$ cat src/rtl/tgroup_dispatcher.sv
// tgroup_dispatcher: assigns thread-group IDs, issues one block per free warp, reports finished groups.
// Optional TGROUP_DISPATCH_STATS_EN adds stall_cycles_o and groups_launched_o counters.
module tgroup_dispatcher #(
    parameter int PcWidth       = 32,
    parameter int AddressWidth  = 32,
    parameter int TblockIdxBits = 4,
    parameter int TgroupIdBits  = 4
) (
    input  logic                     clk_i,
    input  logic                     rst_ni,
    input  logic                     launch_valid_i,
    output logic                     launch_ready_o,
    input  logic [PcWidth-1:0]       launch_pc_i,
    input  logic [AddressWidth-1:0]  launch_dp_addr_i,
    input  logic [TblockIdxBits:0]   launch_num_blocks_i,
    output logic [TgroupIdBits-1:0]  launch_tgroup_id_o,
    input  logic                     warp_free_i,
    output logic                     allocate_warp_o,
    output logic [PcWidth-1:0]       allocate_pc_o,
    output logic [AddressWidth-1:0]  allocate_dp_addr_o,
    output logic [TblockIdxBits-1:0] allocate_tblock_idx_o,
    output logic [TgroupIdBits-1:0]  allocate_tgroup_id_o,
    input  logic                     tblock_done_i,
    input  logic [TgroupIdBits-1:0]  tblock_done_id_i,
    output logic                     tblock_done_ready_o,
    output logic                     group_done_valid_o,
    output logic [TgroupIdBits-1:0]  group_done_id_o,
    input  logic                     group_done_ready_i
`ifdef TGROUP_DISPATCH_STATS_EN
    ,
    output logic [31:0]              stall_cycles_o,
    output logic [31:0]              groups_launched_o
`endif
);
    localparam int NumGroups = 2**TgroupIdBits;
    localparam int CW = TblockIdxBits + 1;

    typedef enum logic {IDLE, DISPATCH} state_e;
    state_e state_q, state_d;

    logic [NumGroups-1:0]     occupied_q, pending_q;
    logic [CW-1:0]            remaining_q [NumGroups];
    logic [PcWidth-1:0]       pc_q;
    logic [AddressWidth-1:0]  dp_q;
    logic [CW-1:0]            num_q;
    logic [TgroupIdBits-1:0]  id_q, free_id, pend_id;
    logic [TblockIdxBits-1:0] idx_q;
    logic launch_fire, last_blk, done_ok, done_fire;

    // Lowest-index free and pending groups
    always_comb begin
        free_id = '0;
        pend_id = '0;
        for (int i = NumGroups - 1; i >= 0; i--) begin
            if (!occupied_q[i]) free_id = TgroupIdBits'(i);
            if (pending_q[i]) pend_id = TgroupIdBits'(i);
        end
    end

    assign launch_fire = launch_valid_i && launch_ready_o;
    assign done_fire   = group_done_valid_o && group_done_ready_i;
    assign last_blk    = ({1'b0, idx_q} + CW'(1)) == num_q;
    assign done_ok     = tblock_done_i && occupied_q[tblock_done_id_i] && remaining_q[tblock_done_id_i] != '0;

    always_ff @(posedge clk_i) begin
        if (!rst_ni) state_q <= IDLE;
        else state_q <= state_d;
    end

    always_comb begin
        state_d = state_q == IDLE ? (launch_fire && launch_num_blocks_i != '0 ? DISPATCH : IDLE)
                                  : (allocate_warp_o && last_blk ? IDLE : DISPATCH);
    end

    // All outputs are forced low while reset is held
    always_comb begin
        launch_ready_o        = rst_ni && state_q == IDLE && !(&occupied_q);
        launch_tgroup_id_o    = rst_ni ? free_id : '0;
        allocate_warp_o       = rst_ni && state_q == DISPATCH && warp_free_i;
        allocate_pc_o         = rst_ni ? pc_q : '0;
        allocate_dp_addr_o    = rst_ni ? dp_q : '0;
        allocate_tblock_idx_o = rst_ni ? idx_q : '0;
        allocate_tgroup_id_o  = rst_ni ? id_q : '0;
        tblock_done_ready_o   = 1'b1;
        group_done_valid_o    = rst_ni && |pending_q;
        group_done_id_o       = rst_ni ? pend_id : '0;
    end

    always_ff @(posedge clk_i) begin
        if (!rst_ni) begin
            pc_q  <= '0;
            dp_q  <= '0;
            num_q <= '0;
            id_q  <= '0;
            idx_q <= '0;
        end else if (launch_fire) begin
            pc_q  <= launch_pc_i;
            dp_q  <= launch_dp_addr_i;
            num_q <= launch_num_blocks_i;
            id_q  <= free_id;
            idx_q <= '0;
        end else if (allocate_warp_o) begin
            idx_q <= idx_q + TblockIdxBits'(1);
        end
    end

    // Launch, completion and done handshake always touch distinct IDs
    always_ff @(posedge clk_i) begin
        if (!rst_ni) begin
            occupied_q <= '0;
            pending_q  <= '0;
            for (int i = 0; i < NumGroups; i++) remaining_q[i] <= '0;
        end else begin
            if (launch_fire) begin
                occupied_q[free_id]  <= 1'b1;
                remaining_q[free_id] <= launch_num_blocks_i;
                pending_q[free_id]   <= launch_num_blocks_i == '0;
            end
            if (done_ok) begin
                remaining_q[tblock_done_id_i] <= remaining_q[tblock_done_id_i] - CW'(1);
                if (remaining_q[tblock_done_id_i] == CW'(1)) pending_q[tblock_done_id_i] <= 1'b1;
            end
            if (done_fire) begin
                occupied_q[pend_id] <= 1'b0;
                pending_q[pend_id]  <= 1'b0;
            end
        end
    end

    illegal_done_a: assert property (@(posedge clk_i) disable iff (!rst_ni)
        tblock_done_i |-> occupied_q[tblock_done_id_i] && remaining_q[tblock_done_id_i] != '0);

`ifdef TGROUP_DISPATCH_STATS_EN
    always_ff @(posedge clk_i) begin
        if (!rst_ni) begin
            stall_cycles_o    <= '0;
            groups_launched_o <= '0;
        end else begin
            if (state_q == DISPATCH && !warp_free_i && stall_cycles_o != '1) stall_cycles_o <= stall_cycles_o + 32'd1;
            if (launch_fire) groups_launched_o <= groups_launched_o + 32'd1;
        end
    end
`endif
endmodule

$ cat config.mk
export PLATFORM = sky130hd
export DESIGN_NAME = tgroup_dispatcher
export DESIGN_NICKNAME = d
export VERILOG_FILES = /design/src/rtl/tgroup_dispatcher.sv
export SDC_FILE = /design/constraint.sdc
export NUM_CORES = 1
export LEC_CHECK = 0
export BUFFER_PORTS_ARGS = -buffer_cell sky130_fd_sc_hd__buf_2
export CAP_MARGIN = 20
export CORE_MARGIN = 2
export CORE_UTILIZATION = 30
export CTS_BUF_LIST = sky130_fd_sc_hd__clkbuf_8 sky130_fd_sc_hd__clkbuf_16
export CTS_CLUSTER_SIZE = 28
export DETAILED_ROUTE_END_ITERATION = 10
export RECOVER_POWER = 100
export SLEW_MARGIN = 20
export SYNTH_ARGS = -nofsm -noshare
export SYNTH_HDL_FRONTEND = slang
export SYNTH_SLANG_ARGS = --single-unit
export TNS_END_PERCENT = 1
$ cat constraint.sdc
create_clock -name clk_i -period 9.3 [get_ports clk_i]
set_input_delay 1.395 -clock clk_i [delete_from_list [all_inputs] [get_ports clk_i]]
set_output_delay 1.395 -clock clk_i [all_outputs]
set_load 0.01 [all_outputs]
# == Yosys cells after proc, flatten, opt, wreduce, memory -nomap -nowiden ==
# Memory sizes are Yosys's and may differ from the RTL's.
# Cells that the tools add are included.
# totals
reg_bits,110
mem_bits_rw,80
n_memories,1
elab_cells,122
inputBits,79
out_inout_bits,84
# memory_table
name,depth,width,read_ports,rd_clocked_by_memory_dff,write_ports,line,rtl
remaining_q,16,5,1,0,16,42,logic [CW-1:0] remaining_q [NumGroups];
# classes
add_sub_neg,3
n_reduce_logical,23
n_eq_ne,2
n_lt_le_gt_ge,6
bitwise_logic,7
n_mux,72
# ops
cell,n
2-to-1 mux 4 bit,38
2-to-1 mux 16 bit,9
2-to-1 mux 32 bit,2
bitwise AND 16 bit,2
bitwise OR 16 bit,2
bitwise mux 16 bit,1
2-to-1 mux 1 bit,16
inverter 16 bit,1
AND reduction 16 bit,1
OR reduction 16 bit,1
"less-than comparator 4 x 5 -> 1 bit, second input constant",3
logical AND 1 bit,14
demux 1 bit (select 4 bit),3
"greater-or-equal comparator 4 x 1 -> 1 bit, second input constant",3
2-to-1 mux 5 bit,2
nonzero test 5 bit,2
OR reduction 5 bit,2
"adder 4 x 1 -> 5 bit, second input constant",1
"== test 5 x 1 -> 1 bit, second input constant",1
== test 5 bit,1
logical NOT 5 bit,1
"subtractor 5 x 1 -> 5 bit, second input constant",1
"adder 4 x 1 -> 4 bit, second input constant",1
binary-select mux 1 bit (select 4 bit),1
3 further kinds,4

# == Depth between registers and ports, before layout ==
# logic_depth
word_depth,29
depth_mapped,14
ltp_nobuf,10

# == Worst setup path before layout ==
# No wires, ideal clock.
# synth_path
path_kind,input to register
from,in tblock_done_id_i[0]
to,"mem remaining_q[1][0] (netlist name), enable pin"
t_required_ns,9.032
setup_ns,0.268
arrival_time_ns,4.031
cell_stages,11
n_path_buf,3
slack_ns,5.001
cell_sequence,buf_6 buf_8 mux4_2 mux4_2 inv_1 ha_1 nand3_1 o2111ai_4 nor3_2 buf_2 a211o_1
# synth_lines
item,line,rtl
from (decl),24,"input logic [TgroupIdBits-1:0] tblock_done_id_i,"
to (decl),42,

==> results by group <==
Clock tree
  • Hold_buf cts: 0
  • Clock sinks: 190
  • Skew-Pair Late Insertion Delay: 0.46 ns
  • # resized after CTS: 0
  • CTS HTree Levels: 4
  • Post-CTS Setup Bufs: 0
  • CTS Buffer Depth: 2
  • Clk slew on worst S/H paths: 0.08 ns
  • Total CTS buffers: 17
  • Root buffer cell: clkbuf_16
  • CTS tree: done

Floorplan
  • Row count: 66
  • Die ar.: 34400 µm²
  • CORE AREA: 32500 µm²
  • I/O pins: 163
  • Starting Density: 0.305
  • Die W: 186 µm
  • Die height: 186 µm

Status
  • Failing checks: max-capacitance violations, max-slew violations
  • Status: finished, violations left

Detailed routing
  • Vias per cell: 5.40
  • Vias: 8870
  • DRC violation count after routing: 0
  • WL/cell: 19.4 µm
  • Iter 0 DRT Violations: 1136
  • Post-DRT Antenna Nets: 0
  • Drt total wl: 31800 µm
  • 1st-pass router iterations: 6

Synth
  • Post-synthesis sequential area ratio: 0.466
  • Number of flops mapped to enable cells by yosys: 80
  • Ys async rst share: 0
  • Flop and latch count out of synthesis: 190
  • Yosys warnings: 0
  • Yosys top cell by area: edfxtp_1
  • Most area-consuming cells after synthesis: edfxtp_1 24%, dfxtp_1 22%, nand2_1 8.7%
  • Post-Syn Nets: 1154
  • Synthesized area: 9880 µm²
  • Gate count of the mapped netlist: 1071
  • Synth top area share: 0.243
  • Post-synthesis area per instance: 9.23 µm²
  • Main synth FF type: dfxtp_1
  • Number of library cell types mapped by synthesis: 73

Final layout
  • Area growth syn-to-layout: 16.4%
  • Layout cells sized above 1: 0.168
  • Register area: 4600 µm²
  • Area of the multi-input gates: 4850 µm²
  • Final-stage net count: 1271
  • Fillers: 3360
  • Final core utilization: 0.354
  • ANT cells: 0

Placed design
  • GPL Wtd Cong: 0.945
  • Port-buffer cells: 161
  • DP HPWL: 22700 µm

Global routing
  • Largest net degree at the start of global routing: 77
  • First-pass GRT wire length: 48400 µm
  • Tot GR Track Use: 0.185
  • Vias in the first global route: 8254
  • Initial antenna violation count: 0
  • Gr ovfl total: 0

STA
  • Max-slew violations: 161
  • Layout Skew: 0.0216 ns
  • Final min period: 6.64 ns
  • Setup_tns: 0 ns
  • Final setup vio count: 0
  • Slew @ Worst Pin: 3.12 ns
  • Hold Violations, Final: 0
  • Slew headroom: -1.08
  • F_max: 151 MHz
  • Fin crit share: 0.714
  • Unrepaired setup endpoints after global routing: no
  • Hold Slack: 0.451 ns

Run
  • Max-cap violation count: 3

Hold path
  • Worst min path class: register to register

Worst setup path
  • Worst Path Required: 9.40 ns
  • Element type at the critical path start: input pin
  • CP endpoint kind: register
  • Worst Path Max Fanout: 55
  • Setup CP Type: input pin to register
  • Crit path DAT: 6.74 ns
  • Reg2Reg Launch Point: remaining_q[14][3]$_DFFE_PP_
  • Worst setup path end: remaining_q[0][1]$_DFFE_PP_
  • Reg2reg end: remaining_q[0][1]$_DFFE_PP_
  • R2r setup slk: 4.95 ns
  • Critical path origin: rst_ni
  • R2r worst-path depth: 7

Power
  • P_leak: 0.00415 µW
  • VDD IR-drop max: 0.128 mV
  • Power Density: 164 nW/µm²
==> worst min path at each step <==
stage / from / endpoint / slack, ns / cells after the start
after floorplan: dp_q[0]$_SDFFE_PN0P_ / dp_q[0]$_SDFFE_PN0P_ / 0.43 / 2
after global routing: dp_q[0]$_SDFFE_PN0P_ / dp_q[0]$_SDFFE_PN0P_ / 0.47 / 2
after global placement: pc_q[29]$_SDFFE_PN0P_ / pc_q[29]$_SDFFE_PN0P_ / 0.44 / 2
after detailed placement: dp_q[30]$_SDFFE_PN0P_ / dp_q[30]$_SDFFE_PN0P_ / 0.44 / 2
final: pc_q[25]$_SDFFE_PN0P_ / pc_q[25]$_SDFFE_PN0P_ / 0.45 / 2
after CTS: dp_q[30]$_SDFFE_PN0P_ / dp_q[30]$_SDFFE_PN0P_ / 0.45 / 2
==> critical path: stages <==
cell and delay, ns:
buf_2 0.60, clkbuf_1 1.90, o2111ai_1 0.90, nor3_1 1.34
nand2_1 0.26, nand3b_1 0.31
==> layer usage <==
metal,global-route usage,up-vias,share of wire
met4,0.0613,0,0.026
met2,0.287,487,0.45
met1,0.247,4249,0.41
met5,0,-,0
met3,0.0526,66,0.11
li1,-,4068,-
==> per-stage QoR <==
| step | cell area, µm² | std cells | power, µW | setup slack, ns |
|---|---|---|---|---|
| 6_report | 11500 | 1643 | 1880 | 2.66 |
| 5_1_grt | 11500 | 1643 | 1940 | 2.37 |
| 4_1_cts | 11600 | 1643 | 1890 | 4.47 |
| 3_5_place_dp | 11000 | 1611 | 1150 | 4.23 |
| 3_3_place_gp | 11000 | 1611 | 1150 | 4.34 |
| 2_1_floorplan | 9880 | 1071 | 1070 | 5.00 |
==> placed cells by master, fill, tap and decap left out, types with 6 or more instances in the layout <==
master	synthesis	routed
nor2b_1	8	8
o21ai_0	19	23
mux2i_1	25	25
clkbuf_16	0	17
nand2b_1	12	12
nor3_1	13	14
buf_4	6	8
and2_0	0	36
nand2_1	228	227
mux4_2	23	23
o22ai_1	23	23
and3_1	11	11
nor2_1	67	68
o32ai_1	7	7
o31ai_1	13	13
dfxtp_1	110	110
inv_1	17	18
nand3_1	27	27
edfxtp_1	80	80
clkbuf_1	52	49
a22o_1	32	32
and2_1	79	43
clkinv_8	0	6
nand4_1	6	6
a21oi_1	95	94
buf_2	9	114
nand3b_1	7	7
==> synth_stat cells (all sizes together) (4+ instances only) <==
cell type  number
nand3          27
nand4           6
nor2b           8
mux2            5
mux4           23
o21ai          24
o31ai          14
xor2            4
or2             6
dfxtp         110
and3           11
nand3b          7
nand2b         12
inv            18
xnor2           6
buf            21
nor2           68
a21oi          95
o32ai           7
nor3           17
nor4            7
edfxtp         80
ha              4
o221a           4
nand2         229
a211oi          5
a32o            4
clkbuf         52
mux2i          25
a22o           32
o22ai          23
and2           79
==> kinds of logic (layout without fill, tap and decap cells) <==
group / after synthesis / in the layout / share of synthesized area
mux: 53 / 53 / 0.0834
simple gates: 483 / 483 / 0.232
flops: 190 / 190 / 0.466
other cells: 1 / 1 / 0.000379
fa+ha+maj: 4 / 4 / 0.00506
xor+xnor: 10 / 10 / 0.00962
compound gates: 239 / 239 / 0.163
buf+inv: 91 / 221 / 0.0406
==> registers in the layout, indices dropped and copies added, names as in the netlist <==
register / count
dp_q: 32
id_q: 4
idx_q: 4
num_q: 5
occupied_q: 16
pc_q: 32
pending_q: 16
remaining_q: 80
state_q: 1
==> power breakdown <==
part           internal (µW)  total [µW]  switching [µW]  leakage [µW]
Sequential               897         913            15.5       0.00172
Combinational           71.2         219             148       0.00213
Clock                    366         750             384      0.000295
==> area by class of cell <==
type | count | area share
Multi-Input combinational cell | 790 | 0.422
Timing Repair Buffer | 171 | 0.0708
Clock inverter | 15 | 0.0160
Clock buffer | 17 | 0.0370
Sequential cell | 190 | 0.400
Tap cell | 442 | 0.0481
Inverter | 18 | 0.00587
Power figures use the tool's default switching activity.
